`config.mk`:
```
export PLATFORM = sky130hd
export DESIGN_NAME = multicycle_control
export DESIGN_NICKNAME = d
export VERILOG_FILES = /design/src/rtl/multicycle_control.sv
export SDC_FILE = /design/constraint.sdc
export NUM_CORES = 1
export LEC_CHECK = 0
export CELL_PAD_IN_SITES_DETAIL_PLACEMENT = 1
export CELL_PAD_IN_SITES_GLOBAL_PLACEMENT = 2
export CORE_AREA = 2 2 113 82
export DETAILED_ROUTE_END_ITERATION = 10
export DIE_AREA = 0 0 115 84
export HOLD_SLACK_MARGIN = 0.06
export PLACE_DENSITY = 0.83
export SLEW_MARGIN = 20
export SYNTH_ARGS = -nofsm -noshare
export SYNTH_HDL_FRONTEND = slang
export SYNTH_SLANG_ARGS = --single-unit
```
`constraint.sdc`:
```
create_clock -name clock -period 2.12 [get_ports clock]
set_clock_uncertainty 0.1 [all_clocks]
set_input_delay 0.424 -clock clock [delete_from_list [all_inputs] [get_ports clock]]
set_output_delay 0.424 -clock clock [all_outputs]
set_load 0.02 [all_outputs]
```
`src/rtl/multicycle_control.sv`:
```
// Multicycle datapath sequencer: a Moore FSM that walks each instruction through
// fetch/decode/execute/memory/writeback and counts retired instructions.
module multicycle_control #(
  parameter int RETIRE_W = 32
) (
  input  logic                clock,
  input  logic                reset,
  input  logic [5:0]          opcode,
  input  logic                zero,
  input  logic                memReady,
  output logic                pcWrite,
  output logic                irWrite,
  output logic                memRead,
  output logic                memWrite,
  output logic                iorD,
  output logic                regWriteEnable,
  output logic                regDst,
  output logic                memToReg,
  output logic                aluSrcA,
  output logic [1:0]          aluSrcB,
  output logic [1:0]          aluOp,
  output logic [1:0]          pcSource,
  output logic [3:0]          state,
  output logic                halted,
  output logic [RETIRE_W-1:0] retired
);

  typedef enum logic [3:0] {
    FETCH    = 4'd0,
    DECODE   = 4'd1,
    MEMADDR  = 4'd2,
    MEMREAD  = 4'd3,
    MEMWB    = 4'd4,
    MEMWRITE = 4'd5,
    EXEC     = 4'd6,
    RTYPEWB  = 4'd7,
    BRANCH   = 4'd8,
    ADDIEXEC = 4'd9,
    ADDIWB   = 4'd10,
    JUMP     = 4'd11,
    HALT     = 4'd12
  } state_e;

  localparam logic [5:0] OP_RTYPE = 6'b000000;
  localparam logic [5:0] OP_LW    = 6'b100011;
  localparam logic [5:0] OP_SW    = 6'b101011;
  localparam logic [5:0] OP_BEQ   = 6'b000100;
  localparam logic [5:0] OP_ADDI  = 6'b001000;
  localparam logic [5:0] OP_J     = 6'b000010;

  state_e              state_q, state_d;
  logic [RETIRE_W-1:0] retired_q, retired_d;

  // State and retire counter registers; reset parks the machine in FETCH with a cleared count.
  always_ff @(posedge clock or posedge reset) begin
    if (reset) begin
      state_q   <= FETCH;
      retired_q <= '0;
    end else begin
      state_q   <= state_d;
      retired_q <= retired_d;
    end
  end

  // Next-state sequencing; an instruction retires on any re-entry into FETCH.
  always_comb begin
    state_d   = state_q;
    retired_d = retired_q;
    unique case (state_q)
      FETCH:    if (memReady) state_d = DECODE;
      DECODE: begin
        unique case (opcode)
          OP_RTYPE:     state_d = EXEC;
          OP_LW, OP_SW: state_d = MEMADDR;
          OP_BEQ:       state_d = BRANCH;
          OP_ADDI:      state_d = ADDIEXEC;
          OP_J:         state_d = JUMP;
          default:      state_d = HALT;
        endcase
      end
      MEMADDR:  state_d = (opcode == OP_SW) ? MEMWRITE : MEMREAD;
      MEMREAD:  if (memReady) state_d = MEMWB;
      MEMWB:    state_d = FETCH;
      MEMWRITE: if (memReady) state_d = FETCH;
      EXEC:     state_d = RTYPEWB;
      RTYPEWB:  state_d = FETCH;
      BRANCH:   state_d = FETCH;
      ADDIEXEC: state_d = ADDIWB;
      ADDIWB:   state_d = FETCH;
      JUMP:     state_d = FETCH;
      HALT:     state_d = HALT;
      default:  state_d = HALT;
    endcase
    if ((state_d == FETCH) && (state_q != FETCH)) begin
      retired_d = retired_q + {{(RETIRE_W-1){1'b0}}, 1'b1};
    end
  end

  // Per-state control decode; strobes are killed combinationally while reset is held.
  always_comb begin
    pcWrite        = 1'b0;
    irWrite        = 1'b0;
    memRead        = 1'b0;
    memWrite       = 1'b0;
    iorD           = 1'b0;
    regWriteEnable = 1'b0;
    regDst         = 1'b0;
    memToReg       = 1'b0;
    aluSrcA        = 1'b0;
    aluSrcB        = 2'b00;
    aluOp          = 2'b00;
    pcSource       = 2'b00;
    halted         = 1'b0;
    unique case (state_q)
      FETCH: begin
        memRead = 1'b1;
        aluSrcB = 2'b01;
        pcWrite = memReady;
        irWrite = memReady;
      end
      DECODE:   aluSrcB = 2'b11;
      MEMADDR: begin
        aluSrcA = 1'b1;
        aluSrcB = 2'b10;
      end
      MEMREAD: begin
        memRead = 1'b1;
        iorD    = 1'b1;
      end
      MEMWB: begin
        regWriteEnable = 1'b1;
        memToReg       = 1'b1;
      end
      MEMWRITE: begin
        memWrite = 1'b1;
        iorD     = 1'b1;
      end
      EXEC: begin
        aluSrcA = 1'b1;
        aluOp   = 2'b10;
      end
      RTYPEWB: begin
        regWriteEnable = 1'b1;
        regDst         = 1'b1;
      end
      BRANCH: begin
        aluSrcA  = 1'b1;
        aluOp    = 2'b01;
        pcSource = 2'b01;
        pcWrite  = zero;
      end
      ADDIEXEC: begin
        aluSrcA = 1'b1;
        aluSrcB = 2'b10;
      end
      ADDIWB:   regWriteEnable = 1'b1;
      JUMP: begin
        pcSource = 2'b10;
        pcWrite  = 1'b1;
      end
      HALT:     halted = 1'b1;
      default:  halted = 1'b1;
    endcase
    if (reset) begin
      pcWrite        = 1'b0;
      irWrite        = 1'b0;
      memRead        = 1'b0;
      memWrite       = 1'b0;
      regWriteEnable = 1'b0;
    end
  end

  assign state   = state_q;
  assign retired = retired_q;

endmodule

```
### After elaboration in Yosys (flattened, before gate mapping)

Index checks and enable logic that the tools add are counted.

| word-level totals | value |
|---|---|
| register bits after elaboration | 36 |
| latch bits | 0 |
| bits in writable memories | 0 |
| bits in read-only memories | 0 |
| input bits | 10 |
| output and inout bits | 52 |
| memories kept | 0 |

| operators by class | value |
|---|---|
| add/subtract/negate cells | 1 |
| $mul | 0 |
| div/mod/pow operators | 0 |
| magnitude comparators | 0 |
| equality and inequality tests | 16 |
| shift operators | 0 |
| mux-type cells | 24 |
| bitwise operators | 0 |
| reduce and logical (&&, ||, !) cells | 13 |

Operator list:

| kind | count |
|---|---|
| 32-bit by 1-bit adder with 32-bit output (second input constant) | 1 |
| 4-bit case mux with 8 select lines | 1 |
| 4-bit case mux with 5 select lines | 1 |
| 4-bit by 3-bit equality test with 1-bit output (second input constant) | 4 |
| 4-bit equality test (second input constant) | 4 |
| 1-bit 2-to-1 mux | 14 |
| 6-bit equality test (second input constant) | 2 |
| 4-bit 2-to-1 mux | 3 |
| 12-bit OR reduction | 1 |
| 4-bit by 2-bit equality test with 1-bit output (second input constant) | 2 |
| 4-bit zero test | 2 |
| 2-bit case mux with 2 select lines | 2 |
| 2-bit OR reduction | 4 |
| 6-bit by 2-bit equality test with 1-bit output (second input constant) | 1 |
| 6-bit by 3-bit equality test with 1-bit output (second input constant) | 1 |
| 6-bit by 4-bit equality test with 1-bit output (second input constant) | 1 |
| 6-bit zero test | 1 |
| 2-bit case mux with 3 select lines | 1 |
| 5-bit OR reduction | 1 |
| 4-bit by 1-bit equality test with 1-bit output (second input constant) | 1 |
| 4-bit nonzero test | 1 |
| 4-bit OR reduction | 1 |
| 3-bit 2-to-1 mux | 1 |
| 1-bit case mux with 3 select lines | 1 |
| other kinds (2) | 2 |

### Depth between registers and ports, before layout

| logic depth | value |
|---|---|
| depth in word-level cells | 6 |
| gate-level depth with buffers | 10 |

### Least setup slack after synthesis

No wires, ideal clock.

| timing path | value |
|---|---|
| path kind | input -> register |
| start point | input opcode[1] |
| end point | register retired_q[14], in the netlist retired[14] |
| data arrival time | 2192 ps |
| setup slack | -301 ps |
| stages on the path | 7 |
| buffers on the path | 0 |
| cell sequence | or4_4 -> nand2b_2 -> a31oi_4 -> nor4_4 -> nand3_2 -> or3_1 -> xnor2_1 |

| on the way | value |
|---|---|
| word-level cells in the longest chain between the ends | 6 |

RTL lines:

| element | RTL line | text |
|---|---|---|
| from (decl) | 8 | `input logic [5:0] opcode,` |
| 6-bit equality test | 72 | `unique case (opcode)` |
| 2-bit OR reduction | 72 |  |
| 4-bit case mux with 5 select lines (*) | 72 |  |
| 4-bit case mux with 8 select lines (*) | 69 | `unique case (state_q)` |
| via state_d[3] | 51 | `state_e state_q, state_d;` |
| 4-bit zero test (*) | 94 | `if ((state_d == FETCH) && (state_q != FETCH)) begin` |
| 1-bit logical AND (*) | 94 |  |
| to (signal assigned) | 61 | `retired_q <= retired_d;` |
| to (decl) | 52 | `logic [RETIRE_W-1:0] retired_q, retired_d;` |

The timed path passes the listed nets; every way through them passes the cells marked *.
A chain may end at the register's enable or synchronous reset.

### Worst setup path in the final report

| timing path | value |
|---|---|
| start point | register state_q[1], in the netlist state[1] |
| end point | register retired_q[5], in the netlist retired[5] |

| on the way | value |
|---|---|
| word-level cells in the longest chain between the ends | 5 |

RTL lines:

| element | RTL line | text |
|---|---|---|
| from (decl) | 51 |  |
| from (signal assigned) | 60 | `state_q <= state_d;` |
| 4-bit equality test / 4-bit by 3-bit equality test with 1-bit output (equally long branches) | 69 |  |
| 5-bit OR reduction (no source line) | n/a |  |
| 4-bit case mux with 8 select lines | 69 |  |
| 4-bit zero test | 94 |  |
| 1-bit logical AND (*) | 94 |  |

Mark *: on every way between the ends. The rest lies on a longest branch, timed or not.

==> metrics.txt <==
Setup CP Type reg2reg; fin crit share 108.9%; standard-cell rows 29; outcome complete, but fails checks; ant diodes 0; Layout Cells excl Fill 454; top-level port count 62; number of detailed-routing iterations run before antenna repair 4; actual transition at the worst max-transition pin 477.7 ps; violated checks setup timing; Core Area 0.008708 mm²; # DRC 0; ratio of routed vias to standard cells 4.626; worst ir drop on vdd 0.2333 mV; total negative slack -3780 ps; final worst path period need 2308 ps; Die Footprint 0.009660 mm²; CP Max Fanout 5; Reg2Reg Launch Point state[1]; DIE HEIGHT 84 µm; number of cells on the worst reg-to-reg path 10; sequential element share of the synthesized area 42.99%; final setup slack of the worst path -188.0 ps; Static Leak 1.778 nW; Max Buffers Root-to-Sink 2; number of vias in the routed layout 2100; count of state elements after synthesis 36; Critical Path RT 2220 ps; Overall Global Routing Usage 14.77%; wire length of the first global-routing pass 11390 µm; number of levels the H-tree was split into 2; residual antenna-violating net count after detailed routing 0; Primary FF master, synth sky130_fd_sc_hd__dfrtp_1; dpl cells 426; Register Area 905.9 µm²; Die X-Extent 115 µm; average routed wire per standard cell 16.54 µm; post-route core utilization 44.44%; nature of the critical path startpoint register; warnings from Yosys 0; maximum number of pins on one net before global-route repair 37; Mapped Nets 227; Clock Root Buffer sky130_fd_sc_hd__clkbuf_16; endpoint arrival time on the critical path 2410 ps; Initial Utilization 24.07%; areal power density over the cells 377.7 mW/mm²; Clk pin slew, worst setup/hold paths 50 ps; unrepaired setup endpoints after global routing true; Area growth syn-to-layout 84.66%; total clock sinks 36; number of DRC markers in iteration 0 74; placer congestion estimate 0.7376; Skew-Pair Late Insertion Delay 280 ps; path type of the worst min-delay path reg2reg; number of buffers added by the clock tree synthesis step 5; Slew headroom 68.16%; Unique masters post-synth 49; endpoints failing hold 0; area of the multi-input gates 0.001474 mm²; Gate Count Post-Synth 216; Worst Hold End retired[6]; hold wc startpoint retired[6]; setup slack, reg-to-reg -190 ps; total wire length 7507 µm; critical path launch point state[1]; nature of the critical path endpoint register; maximum frequency from static timing analysis 433.3 MHz; layout cell share with drive strength beyond 1 47.98%; Port Buffers 61; DP Worst Slack -824.8 ps; synthesized cell area 0.002096 mm²; cell count of the worst hold path 1; final-report max-slew violation count 0; antenna violations before repair 0; number of failing setup endpoints in the final timing report 33; clock tree from TritonCTS done; number of violations of the max-capacitance limit 0; count of flip-flops with a built-in enable after synthesis 0; net total in the final layout 357; critical register-to-register path endpoint retired[5]; Synth Area per Inst 9.703 µm²; placed wire-length estimate after detailed placement 4906 µm; gr ovfl total 0; proportion of register bits with asynchronous set or reset after synthesis 100.0%; via count of the first global-routing pass 2221; count of filler cells inserted in the layout 967
metrics by stage:
step / power, mW / hold slack, ps / instance area (µm²)
global route: 1.515 / 412.4 / 3870
detailed placement: 0.7769 / 383.4 / 3253
global placement: 0.7748 / 378.9 / 3253
floorplan: 0.7269 / 280.2 / 2195
CTS: 1.468 / 385.3 / 3627
finish: 1.462 / 389.0 / 3870
worst max-delay path by stage:
stage / end / slack [ps]
floorplan: retired[14] / -200
global route: retired[23] / -270
detailed placement: retired[13] / -820
CTS: retired[30] / -130
finish: retired[5] / -190
global placement: retired[25] / -760
sequential cells by signal, indices dropped and copies added, names as in the netlist:
name     flops
retired     32
state        4
cells in the final DEF (no fill, tap or decap), types with 4 or more instances in the layout:
master,n
sky130_fd_sc_hd__nor3_2,5
sky130_fd_sc_hd__nor2_1,10
sky130_fd_sc_hd__xnor2_2,6
sky130_fd_sc_hd__buf_4,60
sky130_fd_sc_hd__inv_1,10
sky130_fd_sc_hd__and3_1,8
sky130_fd_sc_hd__xor2_1,12
sky130_fd_sc_hd__dlygate4sd2_1,6
sky130_fd_sc_hd__nor3_4,5
sky130_fd_sc_hd__nor2_4,6
sky130_fd_sc_hd__nand3_2,7
sky130_fd_sc_hd__buf_2,6
sky130_fd_sc_hd__xnor2_1,16
sky130_fd_sc_hd__clkbuf_16,5
sky130_fd_sc_hd__nand2_1,9
sky130_fd_sc_hd__clkdlybuf4s50_1,34
sky130_fd_sc_hd__buf_6,12
sky130_fd_sc_hd__dfrtp_2,4
sky130_fd_sc_hd__a21oi_1,7
sky130_fd_sc_hd__dfrtp_1,32
sky130_fd_sc_hd__nand3_4,4
sky130_fd_sc_hd__nand4_1,6
what timing repair did:
| item | 4_1_cts | 5_1_grt |
|---|---|---|
| pin swaps | 37 | 19 |
| hold buffers | 0 | 0 |
| setup buffers | 11 | 13 |
| endpoints found under the setup margin | 51 | 48 |
| gates resized for setup | 102 | 50 |
| cloned | 0 | 0 |
| endpoints found under the hold margin | 0 | 0 |
per-layer routing:
layer  GRT usage, %  wire length [µm]  share of wire (%)  up-vias
li1               -                 -                  -     1009
met1          20.20              3466                 46     1042
met2          24.39              3758                 50       44
met3          2.760               243                3.2        5
met4          2.957                38               0.51        0
met5              0                 0                  0        -
report_power, final:
part / leakage [nW] / total, mW / internal, mW / switching, mW
Combinational: 1.25 / 0.0787 / 0.0353 / 0.0434
Sequential: 0.463 / 0.688 / 0.688 / 0
Clock: 0.0667 / 0.696 / 0.427 / 0.269
Total: 1.78 / 1.46 / 1.15 / 0.312
area by class of cell:
type	count	area share, %
clock buffers	6	3.330
clock inverters	1	0.1293
inverters	12	1.261
multi-input cells	159	38.09
flip-flops and latches	36	23.41
well taps	108	3.492
repair buffers	132	30.29
Yosys cell counts (2+ instances only):
library cell               number  area, µm²
sky130_fd_sc_hd__xor2_1        12      105.1
sky130_fd_sc_hd__xnor2_1       22      192.7
sky130_fd_sc_hd__o21ai_0        4      20.02
sky130_fd_sc_hd__and4_1         2      17.52
sky130_fd_sc_hd__nor2_1        18      67.56
sky130_fd_sc_hd__nand3_1       11      55.05
sky130_fd_sc_hd__inv_1         12      45.04
sky130_fd_sc_hd__buf_2          2      10.01
sky130_fd_sc_hd__nand3_2        2      20.02
sky130_fd_sc_hd__a21oi_1        9      45.04
sky130_fd_sc_hd__and2_1         2      12.51
sky130_fd_sc_hd__nand4_1        6      37.54
sky130_fd_sc_hd__nor3_1        13      65.06
sky130_fd_sc_hd__mux2i_1        2      20.02
sky130_fd_sc_hd__nand2_1       11      41.29
sky130_fd_sc_hd__dfrtp_1       36      900.9
sky130_fd_sc_hd__and3_2         5      37.54
sky130_fd_sc_hd__nor4b_1        4      35.03
sky130_fd_sc_hd__a31oi_1        3      18.77
sky130_fd_sc_hd__buf_6          2      22.52
sky130_fd_sc_hd__and3_1         8      50.05
sky130_fd_sc_hd__clkbuf_1       2      7.510
sky130_fd_sc_hd__nor3b_1        2      15.01
kinds of logic after synthesis:
logic type	count (synthesis)	share of synthesized area, %
DFF	36	42.98
muxes	3	1.493
adders and majority gates	1	0.5969
AOI/OAI and AO/OA	23	7.582
buffers and inverters	21	5.253
xor gates and xnor gates	34	14.21
and+or+nand+nor	98	27.88
critical path: stages (launching register included):
cell and delay, ps:
sky130_fd_sc_hd__dfrtp_2 440, sky130_fd_sc_hd__buf_4 150, sky130_fd_sc_hd__or2b_2 340, sky130_fd_sc_hd__o32ai_2 380
sky130_fd_sc_hd__nor4_4 70, sky130_fd_sc_hd__buf_4 160, sky130_fd_sc_hd__buf_4 130, sky130_fd_sc_hd__buf_6 110
sky130_fd_sc_hd__and3_4 150, sky130_fd_sc_hd__nand3_2 70, sky130_fd_sc_hd__xnor2_1 110
No activity file was read; power rests on OpenSTA's default activity.
